[src/rtl/mul_rr_arbiter.sv]
// ============================================================================
// Module   : mul_rr_arbiter
// Purpose  : Round-robin sequencer sharing one pipelined WxW multiplier among
//            N_REQ requesters, with ID-tagged one-cycle response strobes.
//            Define MUL_RR_ARBITER_FIXED_PRIO_EN for fixed lowest-index priority.
// Revision : 1.0  initial release
// ============================================================================
`default_nettype none

module mul_rr_arbiter #(
    parameter int N_REQ = 4,
    parameter int ID_W  = 2,
    parameter int W     = 4,
    parameter int LAT   = 3
) (
    input  logic                 clk,
    input  logic                 rst_n,
    input  logic                 en,
    input  logic [N_REQ-1:0]     req_valid,
    input  logic [N_REQ*W-1:0]   req_a,
    input  logic [N_REQ*W-1:0]   req_b,
    output logic [N_REQ-1:0]     req_ready,
    output logic [W-1:0]         mul_a,
    output logic [W-1:0]         mul_b,
    input  logic [2*W-1:0]       mul_p,
    output logic [N_REQ-1:0]     rsp_valid,
    output logic [ID_W-1:0]      rsp_id,
    output logic [2*W-1:0]       rsp_data,
    output logic                 busy
);

    // One tag stage for the operand register feeding the multiplier, then
    // LAT+1 more so the final tag lines up with the product register output.
    localparam int STAGES = LAT + 2;

    logic [ID_W-1:0]              w_ptr;
    logic                         w_lo_any;
    logic                         w_hi_any;
    logic [ID_W-1:0]              w_lo_id;
    logic [ID_W-1:0]              w_hi_id;
    logic                         w_any;
    logic [ID_W-1:0]              w_gid;
    logic [N_REQ-1:0]             w_ready;
    logic [W-1:0]                 w_a;
    logic [W-1:0]                 w_b;

    logic [W-1:0]                 r_mul_a;
    logic [W-1:0]                 r_mul_b;
    logic [STAGES-1:0]            r_tag_v;
    logic [STAGES-1:0][ID_W-1:0]  r_tag_id;

`ifdef MUL_RR_ARBITER_FIXED_PRIO_EN
    assign w_ptr = '0;
`else
    logic [ID_W-1:0]              r_ptr;

    assign w_ptr = r_ptr;

    always_ff @(posedge clk or negedge rst_n) begin
        if (!rst_n) begin
            r_ptr <= '0;
        end else if (w_any) begin
            r_ptr <= (w_gid == ID_W'(N_REQ - 1)) ? '0 : w_gid + 1'b1;
        end
    end
`endif

    // Lowest requester at/after ptr wins; otherwise wrap to the lowest overall.
    always_comb begin
        w_lo_any = 1'b0;
        w_hi_any = 1'b0;
        w_lo_id  = '0;
        w_hi_id  = '0;
        for (int i = N_REQ - 1; i >= 0; i--) begin
            if (req_valid[i]) begin
                w_lo_any = 1'b1;
                w_lo_id  = ID_W'(i);
                if (i >= int'(w_ptr)) begin
                    w_hi_any = 1'b1;
                    w_hi_id  = ID_W'(i);
                end
            end
        end
        w_any = en && w_lo_any;
        if (!w_any)
            w_gid = '0;
        else if (w_hi_any)
            w_gid = w_hi_id;
        else
            w_gid = w_lo_id;
    end

    always_comb begin
        w_ready = '0;
        w_a     = '0;
        w_b     = '0;
        for (int i = 0; i < N_REQ; i++) begin
            w_ready[i] = w_any && (w_gid == ID_W'(i));
            if (w_ready[i]) begin
                w_a = req_a[i*W +: W];
                w_b = req_b[i*W +: W];
            end
        end
    end

    always_ff @(posedge clk or negedge rst_n) begin
        if (!rst_n) begin
            r_mul_a  <= '0;
            r_mul_b  <= '0;
            r_tag_v  <= '0;
            r_tag_id <= '0;
        end else begin
            r_mul_a  <= w_any ? w_a : '0;
            r_mul_b  <= w_any ? w_b : '0;
            r_tag_v  <= {r_tag_v[STAGES-2:0], w_any};
            r_tag_id <= {r_tag_id[STAGES-2:0], w_gid};
        end
    end

    always_comb begin
        rsp_valid = '0;
        for (int i = 0; i < N_REQ; i++) begin
            rsp_valid[i] = r_tag_v[STAGES-1] && (r_tag_id[STAGES-1] == ID_W'(i));
        end
    end

    assign req_ready = w_ready;
    assign mul_a     = r_mul_a;
    assign mul_b     = r_mul_b;
    assign rsp_id    = r_tag_id[STAGES-1];
    assign rsp_data  = mul_p;
    assign busy      = |r_tag_v;

endmodule

`default_nettype wire

[config.mk]
export PLATFORM = sky130hd
export DESIGN_NAME = mul_rr_arbiter
export DESIGN_NICKNAME = d
export VERILOG_FILES = /design/src/rtl/mul_rr_arbiter.sv
export SDC_FILE = /design/constraint.sdc
export NUM_CORES = 1
export LEC_CHECK = 0
export CAP_MARGIN = 5
export CELL_PAD_IN_SITES_DETAIL_PLACEMENT = 1
export CELL_PAD_IN_SITES_GLOBAL_PLACEMENT = 1
export CORE_MARGIN = 2
export CORE_UTILIZATION = 26
export DETAILED_ROUTE_END_ITERATION = 10
export PLACE_DENSITY = 0.84
export SYNTH_ARGS = -nofsm -noshare
export SYNTH_HDL_FRONTEND = slang
export SYNTH_SLANG_ARGS = --single-unit
export TNS_END_PERCENT = 1
[constraint.sdc]
create_clock -name clk -period 6.25 [get_ports clk]
set_input_delay 0.625 -clock clk [delete_from_list [all_inputs] [get_ports clk]]
set_output_delay 0.625 -clock clk [all_outputs]
set_load 0.005 [all_outputs]
# Yosys cells after proc, flatten, opt, wreduce, memory -nomap -nowiden

Cells that the tools add are included.

Register bits: 25
Bits in latches: 0
Bits in writable memories: 0
ROM bits: 0
Input bits: 47
Logic and storage cells: 64
Memories kept: 0

Add/sub/neg operators: 1
$mul: 0
Div/mod/pow operators: 0
$lt $le $gt $ge: 3
Equal/unequal tests: 6
Shift operators: 0
Multiplexer cells: 33
Bitwise operators: 0
Reduce and logical (&&, ||, !) cells: 12

Operators by type and width:

| operator                                                         | count |
|---|---|
| 2-to-1 mux 4 bit                                                 | 10 |
| 2-to-1 mux 2 bit                                                 | 13 |
| 2-to-1 mux 1 bit                                                 | 10 |
| logical AND 1 bit                                                | 9 |
| == test 2 bit, second input constant                             | 4 |
| OR reduction 5 bit                                               | 1 |
| == test 2 x 1 -> 1 bit, second input constant                    | 2 |
| greater-or-equal comparator 1 x 2 -> 1 bit, first input constant | 2 |
| zero test 2 bit                                                  | 2 |
| adder 2 x 1 -> 2 bit, second input constant                      | 1 |
| greater-or-equal comparator 2 bit, first input constant          | 1 |

# Logic depth before layout (Yosys ltp)

Depth after elaboration: 16
Depth in mapped cells: 11
Gate-level depth less buffers: 9

# Worst setup path before layout

Ideal clock, no wire load.

Path kind: input to output
From: input req_valid[1]
To: output req_ready[3]
Arrival time: 2.001 ns
Required time: 5.625 ns
Slack: 3.624 ns
Stages on the path: 7
Buffers on the path: 2
Cell sequence: o41ai_4 inv_2 and4_1 ha_1 clkbuf_2 buf_1 and2_1

Elaborated cells between the ends (all ways): 15
Classes of those cells: 1 x eq/ne; 12 x mux; 2 x reduce/logical

RTL lines:

| what                           | RTL line | RTL |
|---|---|---|
| start, declared                | 19       | `input logic [N_REQ-1:0] req_valid,` |
| 2-to-1 mux 1 bit (2 in series) | 75       | `if (req_valid[i]) begin` |
| logical AND 1 bit              | 84       | `w_any = en && w_lo_any;` |
| named net w_any                | 41       | `logic w_any;` |
| 2-to-1 mux 2 bit               | 85       | `if (!w_any)` |
| named net w_gid[0]             | 42       | `logic [ID_W-1:0] w_gid;` |
| == test 2 bit                  | 98       | `w_ready[i] = w_any && (w_gid == ID_W'(i));` |
| logical AND 1 bit              | 98       |  |
| end, declared                  | 22       | `output logic [N_REQ-1:0] req_ready,` |

The timed path passes the listed nets, and every way through them passes these cells.

# Worst setup path after layout

From: input req_valid[1]
To: output req_ready[2]

Elaborated cells between the ends (all ways): 15
Classes of those cells: 1 x eq/ne; 12 x mux; 2 x reduce/logical

RTL lines:

| what                             | RTL line |
|---|---|
| 2-to-1 mux 1 bit * (2 in series) | 75 |
| logical AND 1 bit *              | 84 |
| named net w_any                  | 41 |
| 2-to-1 mux 2 bit                 | 85 |
| == test 2 bit                    | 98 |
| logical AND 1 bit *              | 98 |

Mark *: on every way through the listed nets, which the timed path passes. The rest lies on a longest branch.

==> run metrics <==
switching share of total power approximately 29%; period utilization between 60% and 70%; Worst path most repeated cell clkdlybuf4s50_1; top cells by count, synth 25 x dfrtp_1, 15 x nand2_1, 10 x a21oi_1, 10 x buf_4, 9 x inv_1; fin crit period around 4100 ps; LEAKAGE 0.7990 nW; vias per std cell 4.668; Pre-Repair DR Iteration Count 4; sequential share of the synthesized area between 40% and 50%; Worst Reg-to-Reg Cells 9; Post-DRT Antenna Nets 0; CP required about 5600 ps; fillers 554; Final setup viols 0; Hold Crit Class flop to flop; clock skew ~3 ps; Syn Nets 176; CP Launch Point req_valid[1]; Seq pwr share roughly 45%; post-synthesis sequential element count 25; WS Path Type input port to output port; Synth area leaders dfrtp_1 50%, buf_4 5.9%, a221oi_1 5.6%; combinational group share of total power 32.1%; clk sinks 25; H-Tree Depth 1; DIE AREA 5429 um^2; total CTS buffers 3; wire per inst 14.59 um; Largest delay share family, worst path buffers and inverters; share of Yosys cell area claimed by the top area cell type between 40% and 50%; Worst path depth 7; Reg2Reg Launch Point r_ptr[1]; cell internal pwr about 0.31 mW; routability cong. between 0.7 and 0.8; initial antenna violation count 0; estimated wirelength of the detail-placed design ~2.5 mm; ANT cells 0; top-count cell post-synth dfrtp_1; Max Cap Viol 0; Yosys top cell by area dfrtp_1; Hold Buf Count CTS 0; Post-Synthesis Cell Area between 1000 and 1500 um^2; Worst slew margin between 20% and 30%; setup_tns 0 ps; Top FF cell, synth dfrtp_1; Cell Chain, Critical Path clkdlybuf4s50_1, o41ai_4, inv_2, nand4_1, ha_1, and2_1, clkdlybuf4s50_1; Slowest-stage cell, CP o41ai_4; P_sw between 0.1 and 0.15 mW; Crit. End Element output port; Syn Inst Count approximately 130; Max Slew Vio Count 0; critical-path maximum fanout 17; share of cells above drive strength 1 3.550%; Nets 221; Die H ~74 um; worst-skew pair later-pin latency 270 ps; largest net degree at the start of global routing 26; critical path's largest stage delay roughly 800 ps; Clk pwr share between 20% and 30%; type of origin of the critical path input port; crit path buf inv count 3; Reg2Reg Setup Slack about 3500 ps; Total Wirelength between 3 and 4 mm; Layout area overhead 45.29%; Worst Hold Launch r_tag_id[1]; WHS Path Cells 0; Die Span X about 74 um; Final Hold Fails 0; Pwr per Cell Area 238.5 nW/um^2; Tot GR Track Use between 10% and 20%; post-CTS sizing 0; vias in the first global route 1053; first-pass GRT wire length around 5.2 mm; initial core utilization 26.91%; unrepaired setup endpoints after global routing false; Crit Reg-Reg Endpoint mul_a[2]; Avg Cell Area, Syn about 10 um^2; Cell variety after synth 32; f_max 241.4 MHz; clock-pin slew on the worst setup and hold paths roughly 90 ps; Worst Tran Pin Value around 1100 ps; Pwr Total ~0.44 mW; status finished clean; Post-synth EDFFs 0; buffer depth of the longest clock path 2; Peak VDD IR 0.1086 mV; gr ovfl total 0; CTS Root Buffer Type clkbuf_8; Core Region between 4000 and 5000 um^2; CTS tree done; WHS Endpoint r_tag_id[3]; CP arrival 3520 ps; Synthesis Warnings 0; post-CTS setup buffers 0; Port Buffer Count 57; ys async rst share 100.0%; Iteration-0 DRC Markers 41; DRC Markers 0; Rows 25; routed via count 1041; Ports between 70 and 80
[cell type report]
class	count	area, um^2	share of cell area (%)
repair buffers	57	570.5	31.11
flip-flops and latches	25	625.6	34.11
inverters	10	37.54	2.046
multi-input cells	73	484.2	26.40
clock inverters	1	7.507	0.4093
well taps	54	67.56	3.683
clock buffers	3	41.29	2.251
[metrics by stage]
step / cells / area (um^2) / hold WS, ps / util, % / worst slack, ps
2_1_floorplan: 125 / 1262 / 329.4 / - / 3624
3_5_place_dp: 219 / 1785 / 336.3 / 38.05 / 2064
4_1_cts: 223 / 1834 / 357.6 / 39.09 / 2068
6_report: 223 / 1834 / 354.0 / 39.09 / 2107
3_3_place_gp: 219 / 1785 / 331.5 / 38.05 / 2200
5_1_grt: 223 / 1834 / 367.4 / 39.09 / 1865
[worst reg2reg max path, cell delays in order (launching register included)]
cell,delay (ps)
dfrtp_1,480
nand2_1,100
a221oi_1,250
o21ai_1,170
and4_1,250
ha_1,340
nor2b_1,480
a221oi_1,160
a211o_1,310
a21oi_1,160
[placed cells by master, fill, tap and decap left out, drive strengths merged, types with 2 or more instances in the layout]
master,instances
a211o,7
a21oi,10
a221oi,8
and2,4
clkbuf,3
clkdlybuf4s50,57
dfrtp,25
ha,4
inv,10
nand2,15
nor2,7
nor3,2
o21ai,2
[metal layers]
layer / track usage [%] / up-vias / part of all wire (%)
met5: 0 / - / 0
met4: 4.242 / 0 / 1.5
met3: 3.292 / 4 / 5.2
met2: 20.54 / 32 / 48
met1: 16.41 / 496 / 45
li1: - / 509 / -
[power groups by stage]
stage / logic, mW / registers, mW / clock network, mW
global placement: 0.138 / 0.200 / 0
global route: 0.156 / 0.202 / 0.109
floorplan: 0.0760 / 0.199 / 0
detailed placement: 0.140 / 0.202 / 0
CTS: 0.142 / 0.199 / 0.101
finish: 0.140 / 0.198 / 0.0990
[state kept, by name, indices dropped and copies added (netlist names)]
name	count
mul_a	4
mul_b	4
r_ptr	2
r_tag_id	8
r_tag_v	5
rsp_id	2
[how the worst max path moves through the flow]
stage / endpoint / slack [ps]
floorplan: req_ready[3] / 3620
global placement: req_ready[2] / 2200
detailed placement: req_ready[2] / 2060
CTS: req_ready[2] / 2070
global route: req_ready[2] / 1870
finish: req_ready[2] / 2110
[cells by family (layout without fill, tap and decap cells)]
group | after synthesis | after routing | synth area share (%)
simple gates | 37 | 37 | 14.37
compound gates | 31 | 31 | 19.23
fa+ha+maj | 4 | 4 | 3.964
mux | 1 | 1 | 0.7929
flops | 25 | 25 | 49.55
buf+inv | 27 | 71 | 12.09
Note: power is estimated with default switching activity, not from simulation.
